[src/rtl/wb_master_pkg.sv]
// Shared types and constants for the single-outstanding Wishbone classic initiator.
//   wb_state_e           : initiator FSM states (idle / bus cycle open / response held)
//   WB_ADR_W/DAT_W/SEL_W : Wishbone address, data and byte-select widths
//   TIMEOUT_DATA_DEFAULT : read data reported for a cycle the watchdog aborted
package wb_master_pkg;

    localparam int unsigned WB_ADR_W = 32;
    localparam int unsigned WB_DAT_W = 32;
    localparam int unsigned WB_SEL_W = 4;

    localparam logic [WB_DAT_W-1:0] TIMEOUT_DATA_DEFAULT = 32'hFFFF_FFFF;

    typedef enum logic [1:0] {
        StIdle,
        StBus,
        StResp
    } wb_state_e;

endpackage

[src/rtl/wb_watchdog_ctr.sv]
// Watchdog for an open Wishbone cycle.
//   clk_i, rst_i : clock, asynchronous active-high reset
//   clear_i      : return the count to zero (takes priority over enable_i)
//   enable_i     : count one cycle
//   expired_o    : count has reached TIMEOUT_CYCLES-1, i.e. this is the last allowed cycle
// TIMEOUT_CYCLES = 0 disables the watchdog: expired_o is held low.
module wb_watchdog_ctr #(
    parameter int unsigned TIMEOUT_CYCLES = 256
) (
    input  logic clk_i,
    input  logic rst_i,
    input  logic clear_i,
    input  logic enable_i,
    output logic expired_o
);

    // One bit minimum so the disabled configuration still elaborates cleanly.
    localparam int unsigned CntW = (TIMEOUT_CYCLES == 0) ? 1 : $clog2(TIMEOUT_CYCLES + 1);
    localparam logic [CntW-1:0] CntMax  = CntW'(TIMEOUT_CYCLES);
    localparam logic [CntW-1:0] CntTerm = (TIMEOUT_CYCLES == 0) ? '0 : CntW'(TIMEOUT_CYCLES - 1);

    logic [CntW-1:0] cnt_q, cnt_d;

    always_comb begin
        cnt_d = cnt_q;
        if (clear_i) begin
            cnt_d = '0;
        end else if (enable_i && (cnt_q != CntMax)) begin
            // Saturate instead of wrapping so a stuck enable can never re-arm.
            cnt_d = cnt_q + 1'b1;
        end
    end

    always_ff @(posedge clk_i or posedge rst_i) begin
        if (rst_i) begin
            cnt_q <= '0;
        end else begin
            cnt_q <= cnt_d;
        end
    end

    assign expired_o = (TIMEOUT_CYCLES != 0) && (cnt_q == CntTerm);

endmodule

[src/rtl/wb_simple_master.sv]
// Single-outstanding Wishbone classic initiator bridging a valid/ready command/response
// interface onto a Wishbone bus, with a watchdog that aborts cycles never acknowledged.
//   clk_i, rst_i            : clock, asynchronous active-high reset
//   cmd_valid_i/cmd_ready_o : command handshake (ready only while idle)
//   cmd_we_i/adr_i/dat_i/sel_i : command fields, latched on acceptance
//   rsp_valid_o/rsp_ready_i : response handshake
//   rsp_dat_o               : read data, 0 for writes, TIMEOUT_DATA on abort
//   rsp_timeout_o           : response came from a watchdog abort
//   cyc_o/stb_o/we_o/sel_o/adr_o/dat_o, ack_i/dat_i : Wishbone initiator side
module wb_simple_master
    import wb_master_pkg::*;
#(
    parameter int unsigned          TIMEOUT_CYCLES = 256,
    parameter logic [WB_DAT_W-1:0]  TIMEOUT_DATA   = TIMEOUT_DATA_DEFAULT
) (
    input  logic                clk_i,
    input  logic                rst_i,
    input  logic                cmd_valid_i,
    output logic                cmd_ready_o,
    input  logic                cmd_we_i,
    input  logic [WB_ADR_W-1:0] cmd_adr_i,
    input  logic [WB_DAT_W-1:0] cmd_dat_i,
    input  logic [WB_SEL_W-1:0] cmd_sel_i,
    output logic                rsp_valid_o,
    input  logic                rsp_ready_i,
    output logic [WB_DAT_W-1:0] rsp_dat_o,
    output logic                rsp_timeout_o,
    output logic                cyc_o,
    output logic                stb_o,
    output logic                we_o,
    output logic [WB_SEL_W-1:0] sel_o,
    output logic [WB_ADR_W-1:0] adr_o,
    output logic [WB_DAT_W-1:0] dat_o,
    input  logic                ack_i,
    input  logic [WB_DAT_W-1:0] dat_i
);

    wb_state_e             state_q, state_d;
    logic                  we_q, we_d;
    logic [WB_ADR_W-1:0]   adr_q, adr_d;
    logic [WB_DAT_W-1:0]   dat_q, dat_d;
    logic [WB_SEL_W-1:0]   sel_q, sel_d;
    logic [WB_DAT_W-1:0]   rsp_dat_q, rsp_dat_d;
    logic                  rsp_timeout_q, rsp_timeout_d;
    logic                  wd_expired;

    // Counts only while the cycle is open; leaving BUS restarts it for the next command.
    wb_watchdog_ctr #(
        .TIMEOUT_CYCLES (TIMEOUT_CYCLES)
    ) u_watchdog (
        .clk_i     (clk_i),
        .rst_i     (rst_i),
        .clear_i   (state_q != StBus),
        .enable_i  (state_q == StBus),
        .expired_o (wd_expired)
    );

    always_comb begin
        state_d       = state_q;
        we_d          = we_q;
        adr_d         = adr_q;
        dat_d         = dat_q;
        sel_d         = sel_q;
        rsp_dat_d     = rsp_dat_q;
        rsp_timeout_d = rsp_timeout_q;

        unique case (state_q)
            StIdle: begin
                if (cmd_valid_i) begin
                    we_d    = cmd_we_i;
                    adr_d   = cmd_adr_i;
                    dat_d   = cmd_dat_i;
                    sel_d   = cmd_sel_i;
                    state_d = StBus;
                end
            end
            StBus: begin
                // A late ack on the terminal watchdog cycle still completes normally.
                if (ack_i) begin
                    rsp_dat_d     = we_q ? '0 : dat_i;
                    rsp_timeout_d = 1'b0;
                    state_d       = StResp;
                end else if (wd_expired) begin
                    rsp_dat_d     = TIMEOUT_DATA;
                    rsp_timeout_d = 1'b1;
                    state_d       = StResp;
                end
            end
            StResp: begin
                if (rsp_ready_i) begin
                    state_d = StIdle;
                end
            end
            default: begin
                state_d = StIdle;
            end
        endcase
    end

    always_ff @(posedge clk_i or posedge rst_i) begin
        if (rst_i) begin
            state_q       <= StIdle;
            we_q          <= 1'b0;
            adr_q         <= '0;
            dat_q         <= '0;
            sel_q         <= '0;
            rsp_dat_q     <= '0;
            rsp_timeout_q <= 1'b0;
        end else begin
            state_q       <= state_d;
            we_q          <= we_d;
            adr_q         <= adr_d;
            dat_q         <= dat_d;
            sel_q         <= sel_d;
            rsp_dat_q     <= rsp_dat_d;
            rsp_timeout_q <= rsp_timeout_d;
        end
    end

    // Handshake and strobe outputs decode straight from the state register, so an
    // asynchronous reset drops cyc_o/stb_o without waiting for a clock edge.
    assign cmd_ready_o   = (state_q == StIdle);
    assign rsp_valid_o   = (state_q == StResp);
    assign cyc_o         = (state_q == StBus);
    assign stb_o         = (state_q == StBus);
    assign we_o          = we_q;
    assign adr_o         = adr_q;
    assign dat_o         = dat_q;
    assign sel_o         = sel_q;
    assign rsp_dat_o     = rsp_dat_q;
    assign rsp_timeout_o = rsp_timeout_q;

endmodule

[config.mk]
export PLATFORM = sky130hd
export DESIGN_NAME = wb_simple_master
export DESIGN_NICKNAME = d
export VERILOG_FILES = /design/src/rtl/wb_master_pkg.sv /design/src/rtl/wb_watchdog_ctr.sv /design/src/rtl/wb_simple_master.sv
export SDC_FILE = /design/constraint.sdc
export NUM_CORES = 1
export LEC_CHECK = 0
export ABC_AREA = 1
export BUFFER_PORTS_ARGS = -buffer_cell sky130_fd_sc_hd__buf_4
export CORE_MARGIN = 2
export CORE_UTILIZATION = 30
export DETAILED_ROUTE_END_ITERATION = 10
export GPL_ROUTABILITY_DRIVEN = 0
export SLEW_MARGIN = 20
export SYNTH_ARGS = -nofsm -noshare
export SYNTH_HDL_FRONTEND = slang
export SYNTH_SLANG_ARGS = --single-unit
[constraint.sdc]
create_clock -name clk_i -period 10.6 [get_ports clk_i]
set_input_delay 1.59 -clock clk_i [delete_from_list [all_inputs] [get_ports clk_i]]
set_output_delay 1.59 -clock clk_i [all_outputs]
set_load 0.03 [all_outputs]
# Word-level counts from Yosys, hierarchy flattened
# Cells that the tools add are included.
word_totals:
  input_bits: 106
  elab_cells: 36
  register_bits: 113
  out_inout_bits: 106
op_classes:
  reduce_logical: 7
  add_sub_neg: 1
  eq_ne: 8
  n_mux: 12
op_table:
  columns: ["cell", "n"]
  rows:
  - ["32-bit two-way mux", 3]
  - ["9-bit two-way mux", 2]
  - ["9-bit by 1-bit adder with 9-bit output (second input constant)", 1]
  - ["9-bit by 8-bit == test with 1-bit output (second input constant)", 1]
  - ["9-bit != test (second input constant)", 1]
  - ["2-bit two-way mux", 4]
  - ["2-bit case mux with 3 select lines", 1]
  - ["2-bit by 1-bit != test with 1-bit output (second input constant)", 2]
  - ["2-bit AND reduction", 2]
  - ["2-bit nonzero test", 2]
  - ["3-bit != test (second input constant)", 1]
  - ["3-bit AND reduction", 1]
  - ["2-bit by 1-bit == test with 1-bit output (second input constant)", 1]
  - ["2-bit == test (second input constant)", 1]
  - ["2-bit logical NOT", 1]
  - ["1-bit two-way mux", 2]
  - ["2-bit != test (second input constant)", 1]
  - ["1-bit logical AND", 1]

# Longest topological paths before layout
# Gate-level depths: netlist (run 1).
depth:
  ltp_word: 4
  depth_mapped: 11
  mapped_depth_nobuf: 10

# Hierarchy
# From an unflattened synthesis (run 1), not the netlist that was laid out.
unflattened:
  hier_cells: 610
  area_unflattened_um2: 5931.9
modules_own_cells:
  columns: ["module", "area_each_um2", "seq_area_each_um2", "cells_per_inst", "n_inst"]
  rows:
  - ["wb_simple_master", 5333.9, 2602.5, 528, 1]
  - ["wb_watchdog_ctr", 598.1, 225.2, 82, 1]

# Worst setup path after synthesis (run 1)
# OpenSTA, ideal clock, no wires.
synth_path:
  path_kind: "reg2out"
  start: "register state_q[1]"
  end: "output port stb_o"
  path_stages_with_launch: 5
  slack_ns: 7.787
  t_required_ns: 9.010
  t_arrival_ns: 1.223
  path_buffers: 1
  cell_sequence: "dfrtp_1 > inv_1 > nand2_4 > clkinv_1 > buf_4"
synth_between:
  elab_chain_cells: 1
synth_lines:
  columns: ["element", "line_no", "source"]
  rows:
  - ["start: declaration", "wb_simple_master.sv:38", "wb_state_e state_q, state_d;"]
  - ["start signal: assignment", "wb_simple_master.sv:102", "state_q <= StIdle;"]
  - ["start signal: assignment", "wb_simple_master.sv:110", "state_q <= state_d;"]
  - ["2-bit by 1-bit == test with 1-bit output", null, null]
  - ["end: declaration", "wb_simple_master.sv:29", "output logic stb_o,"]
# Every way passes these cells.

# Worst setup path after layout (run 1)
layout_path:
  start: "register state_q[0]"
  end: "output port cmd_ready_o"
layout_between:
  elab_chain_cells: 1
layout_lines:
  columns: ["element", "line_no", "source"]
  rows:
  - ["2-bit logical NOT", "wb_simple_master.sv:122", "assign cmd_ready_o = (state_q == StIdle);"]
  - ["end: declaration", "wb_simple_master.sv:19", "output logic cmd_ready_o,"]
# Every way passes these cells.

==> results.toml, run 1 <==
[run_status]
status = "finished, final reports clean"

[clocking]
clkSinkCount = 113
clk-insertion-delay-late_ns = 0.41
postCtsResizedCells = 0
htreeDepth = 4
root_buffer = "clkbuf_16"
path_clk_slew_ns = 0.05
cts_buffers = 17
holdBufCountCts = 0
post_cts_buffers = 0
tritoncts = "yes"
clockBufferDepth = 2

[sta]
setup_ws_ns = 7.140
final.setup.tns_ns = 0
relSlewSlack_pct = 34.50
rsz0062_at_grt = "no"
finalCritPeriodShare_pct = 32.64
setup_viol = 0
max_freq_mhz = 289.1
layout_min_cycle_time_ns = 3.460
worst_pin_slew_ns = 0.9825
slew_violations = 0
fin_skew_ns = 0.007706
hold_viol = 0

[finish]
fin_nets = 835
num_antenna_cells = 0
syn2layout_area_growth_pct = 47.54
layout_commonest_cell = "buf_4"
finalNonFillerCells = 953
layout-drive-gt1-share_pct = 38.81
final_cell_mix = "buf_4, nand2_1, dfrtp_1, nand3_1, nor2_1"

[placed_design]
numPortBuffers = 211
place_ws_ns = 7.382
dp.cells = 922
place_hpwl_um = 9004

[floorplanning]
die_w_um = 130.6
io_pins = 212
start_util_pct = 30.51
num_rows = 46
die_h_um = 130.6
core_sq_mm = 0.01577
dieArea_sq_mm = 0.01707

[worst_setup_path]
cp-end-kind = "primary output"
setup.worst_path.class = "flop to primary output"
r2r_start = "state_q[0]$_DFFE_PP0P_"
rrSetupSlack_ns = 8.39
critPathMaxFanout = 70
regToRegEndpoint = "we_o$_DFFE_PP0P_"
worst_ep_required_time_ns = 9.01
reg2reg_depth = 5
critPathLaunchType = "flop"
crit_arrival_ns = 1.87

[hold_path]
worstHoldPathCells = 2
holdPathEnd = "adr_o[0]$_DFFE_PP0P_"
hold_class = "flop to flop"
hp-start = "adr_o[0]$_DFFE_PP0P_"

[yosys]
syn-num-nets = 634
ys.flop_type = "dfrtp_1"
synthArstFlopShare_pct = 100.0
avgSynthCellArea_sq_um = 9.164
synth_cells = 525
yosysSeqAreaShare_pct = 58.78
synth_edf_count = 0
ys_ff_latch = 113
yosys.cell_types.count = 25
ys.warnings.count = 0
synthesis.area_sq_mm = 0.004811

[grt]
grt_pass1_vias = 4144
grt_overflow = 0
grt_pass1_wl_um = 20440
track_usage_pct = 15.53
grt_start_max_net_pins = 77
grt_antenna_before_repair = 0

[pwr]
ir_drop_mv = 0.1262
power_leakage_nw = 3.683
power_density_mw_per_mm2 = 358.8

[route]
first_pass_iters = 4
totalWireLength_um = 13080
route.antenna.remaining_nets = 0
via_count = 4262
drcViolationCount = 0
drt_iter0_drc = 221
wl_per_cell_um = 13.72
viasPerCell = 4.472

[flow_run]
maxCapViolations = 0
-- worst max path at each step --
stage	start	to	slack, ns	cells after the start
2_1_floorplan	rst_i	adr_o[0]$_DFFE_PP0P_	6.02	1
3_3_place_gp	cmd_valid_i	we_o$_DFFE_PP0P_	6.93	4
3_5_place_dp	cmd_valid_i	we_o$_DFFE_PP0P_	7.38	4
4_1_cts	state_q[0]$_DFFE_PP0P_	cmd_ready_o	7.12	3
5_1_grt	state_q[0]$_DFFE_PP0P_	cmd_ready_o	7.04	3
6_report	state_q[0]$_DFFE_PP0P_	cmd_ready_o	7.14	3
-- critical path, cell delays in order (launching register included) --
cell,delay (ns)
dfrtp_1,0.45
nor2_4,0.12
buf_4,0.55
buf_4,0.28
-- power breakdown --
group / switching (mW) / leakage (nW) / internal [mW]
combinational: 0.798 / 2.00 / 0.423
clock: 0.187 / 0.295 / 0.379
sequential: 0.126 / 1.38 / 0.634
total: 1.11 / 3.68 / 1.44
-- cell families (layout without fill, tap and decap cells) --
kind of cell               count (synthesis)  after routing  synth area share, %
xor gates and xnor gates                   1              1               0.1821
DFF                                      113            113                58.78
AOI/OAI and AO/OA                         42             42                6.658
adders and majority gates                  3              3               0.7803
and+or+nand+nor                          316            316                28.04
buffers and inverters                     50            262                5.565
-- flip-flops by register name (all words and copies together), names as in the netlist --
name	cells
rsp_dat_o	32
rsp_timeout_o	1
sel_o	4
adr_o	32
state_q	2
u_watchdog.cnt_q	9
we_o	1
dat_o	32
-- routing by layer --
metal / global-route usage [%] / wire [um] / vias to the layer above
li1: - / - / 2070
met1: 18.37 / 5342 / 2025
met2: 25.89 / 6576 / 137
met3: 4.316 / 778 / 30
met4: 8.135 / 379 / 0
met5: 0 / 0 / -
-- area by class of cell --
type | instances | area, sq um
Sequential cell | 113 | 2828
Clock inverter | 5 | 75.07
Clock buffer | 25 | 515.5
Fill cell | 1571 | 8672
Multi-Input combinational cell | 362 | 1720
Timing Repair Buffer | 214 | 1619
Inverter | 18 | 70.07
Tap cell | 216 | 270.3
-- synthesized netlist by cell type (2+ instances only) --
cell,count,area (sq um)
nor2_2,10,62.56
nand3_1,73,365.4
buf_6,5,56.30
o31ai_1,2,15.01
buf_2,16,80.08
nor2_4,2,22.52
ha_1,3,37.54
clkbuf_1,6,22.52
a21oi_1,9,45.04
buf_4,3,22.52
nand2_1,184,690.7
dfrtp_1,113,2828
nor2_1,42,157.7
a21oi_2,28,245.2
o21ai_0,3,15.01
inv_1,17,63.81
-- through the flow --
stage          hold slack, ns  power [mW]  utilization [%]  area (sq um)
2_1_floorplan          0.4996       1.552                -          4811
3_3_place_gp           0.4576       1.973            41.11          6482
3_5_place_dp           0.4597       1.996            41.14          6487
4_1_cts                0.4730       2.574            44.88          7078
5_1_grt                0.4872       2.703            45.01          7098
6_report               0.4692       2.547            45.01          7098
(Power assumes the default switching activity.)
==> run 2: changes to the inputs <==
==> constraint.sdc (replaced) <==
create_clock -name clk_i -period 2.8 [get_ports clk_i]
set_input_delay 0.42 -clock clk_i [delete_from_list [all_inputs] [get_ports clk_i]]
set_output_delay 0.42 -clock clk_i [all_outputs]
set_load 0.03 [all_outputs]
==> run 2 against run 1 <==
Effect of this change:
- cell area grew 0.49%
- final cell count rose by 0.52%
- setup slack worse by 6.6 ns
- wire length grew 2.3%
- register-to-register slack got worse by 7.7 ns
- count of clock-buffer cells in the layout fell by 3
- core utilization grew 0.22 points
- sequential power increased to 3.8 times the previous value
- critical path type unchanged
- critical endpoint unchanged
- largest cell class unchanged
==> results.toml, run 2 (synthesis gave the netlist of run 1 again) <==
[sta]
hold_slack_ns = 0.07998
final.setup.tns_ns = 0
rsz0062_at_grt = "no"
setup_ws_ns = 0.5007
setup_viol = 0
worst_pin_slew_ns = 0.9710
fin_skew_ns = 0.004877
slew_violations = 0
layout_min_cycle_time_ns = 2.299
hold_viol = 0
max_freq_mhz = 434.9
relSlewSlack_pct = 35.19
finalCritPeriodShare_pct = 82.12

[floorplanning]
die_h_um = 130.6
core_sq_mm = 0.01577
dieArea_sq_mm = 0.01707
start_util_pct = 30.51
die_w_um = 130.6
num_rows = 46
io_pins = 212

[route]
drcViolationCount = 0
route.antenna.remaining_nets = 0
first_pass_iters = 4
viasPerCell = 4.452
via_count = 4265
drt_iter0_drc = 255
totalWireLength_um = 13380
wl_per_cell_um = 13.97

[worst_setup_path]
cp-end-kind = "primary output"
critPathMaxFanout = 69
worst_ep_required_time_ns = 2.38
crit_arrival_ns = 1.88
critPathLaunchType = "flop"
startpoint = "state_q[0]$_DFFE_PP0P_"
r2r_start = "u_watchdog.cnt_q[0]$_DFFE_PP0P_"
setup.worst_path.class = "flop to primary output"

[pwr]
power_mw = 9.703
power_leakage_nw = 3.687
power_density_mw_per_mm2 = 1360
ir_drop_mv = 0.5219

[clocking]
tritoncts = "yes"
root_buffer = "clkbuf_16"
postCtsResizedCells = 0
clockBufferDepth = 2
post_cts_buffers = 0
path_clk_slew_ns = 0.05
cts_buffers = 17
holdBufCountCts = 0
clkSinkCount = 113
htreeDepth = 4
clk-insertion-delay-late_ns = 0.40

[placed_design]
numPortBuffers = 211
place_ws_ns = 0.7144
place_hpwl_um = 9250

[run_status]
status = "finished, final reports clean"

[flow_run]
maxCapViolations = 0

[finish]
layout_commonest_cell = "buf_4"
num_antenna_cells = 0
layout-drive-gt1-share_pct = 39.22
multi_input_area_sq_mm = 0.001715
n_fill_cell = 1586
fin_util_pct = 45.23
final_cell_mix = "buf_4, nand2_1, dfrtp_1, nand3_1, nor2_1"
fin_nets = 838
seq_area_sq_mm = 0.002828
syn2layout_area_growth_pct = 48.27

[grt]
grt_antenna_before_repair = 0
grt_overflow = 0
grt_start_max_net_pins = 70
top_usage_layer = "met2"
grt_util_met2_pct = 26.69
gr-usage-met3_pct = 4.479
grt_pass1_wl_um = 21050
track_usage_pct = 15.89
grt_pass1_vias = 4314
gr-usage-met1_pct = 19.36

[hold_path]
hold_class = "input port to async pin"
run 2: worst max-delay path: stages, from the launching register on:
cell     delay, ns
dfrtp_1       0.44
nor2_4        0.16
buf_4         0.58
buf_4         0.28
run 2: layout make-up:
cell class / instances / area share, %
repair buffers: 217 / 23.01
inverters: 18 / 0.9998
clock inverters: 10 / 1.859
multi-input cells: 362 / 24.05
flip-flops and latches: 113 / 39.64
clock buffers: 22 / 6.648
well taps: 216 / 3.789
run 2: power by group:
group          switching (mW)  internal (mW)  total, mW
logic                    3.04           1.60       4.64
registers               0.468           2.40       2.87
clock network           0.738           1.46       2.20
run 2: per-layer routing:
metal	routed length, um	vias to the layer above	share of wire (%)
met4	221	0	1.7
met5	0	-	0
li1	-	2078	-
met3	851	16	6.4
met2	6703	156	50
met1	5605	2015	42
run 2: stage by stage:
step                instances  area (sq um)
finish                    958          7133
global route              958          7133
CTS                       958          7133
detailed placement        926          6526
global placement          926          6526
floorplan                 525          4815
run 2: worst paths after layout:
path	end	slack, ns	depth (start not counted)
min in group clk_i	state_q[1]$_DFFE_PP0P_	0.20	2
setup reg to reg	rsp_dat_o[25]$_DFFE_PP0P_	0.66	10
hold reg to reg	sel_o[1]$_DFFE_PP0P_	0.47	2
setup / recovery	cmd_ready_o	0.50	3
hold / removal	rsp_dat_o[19]$_DFFE_PP0P_	0.08	2
max in group asynchronous	adr_o[23]$_DFFE_PP0P_	1.97	3
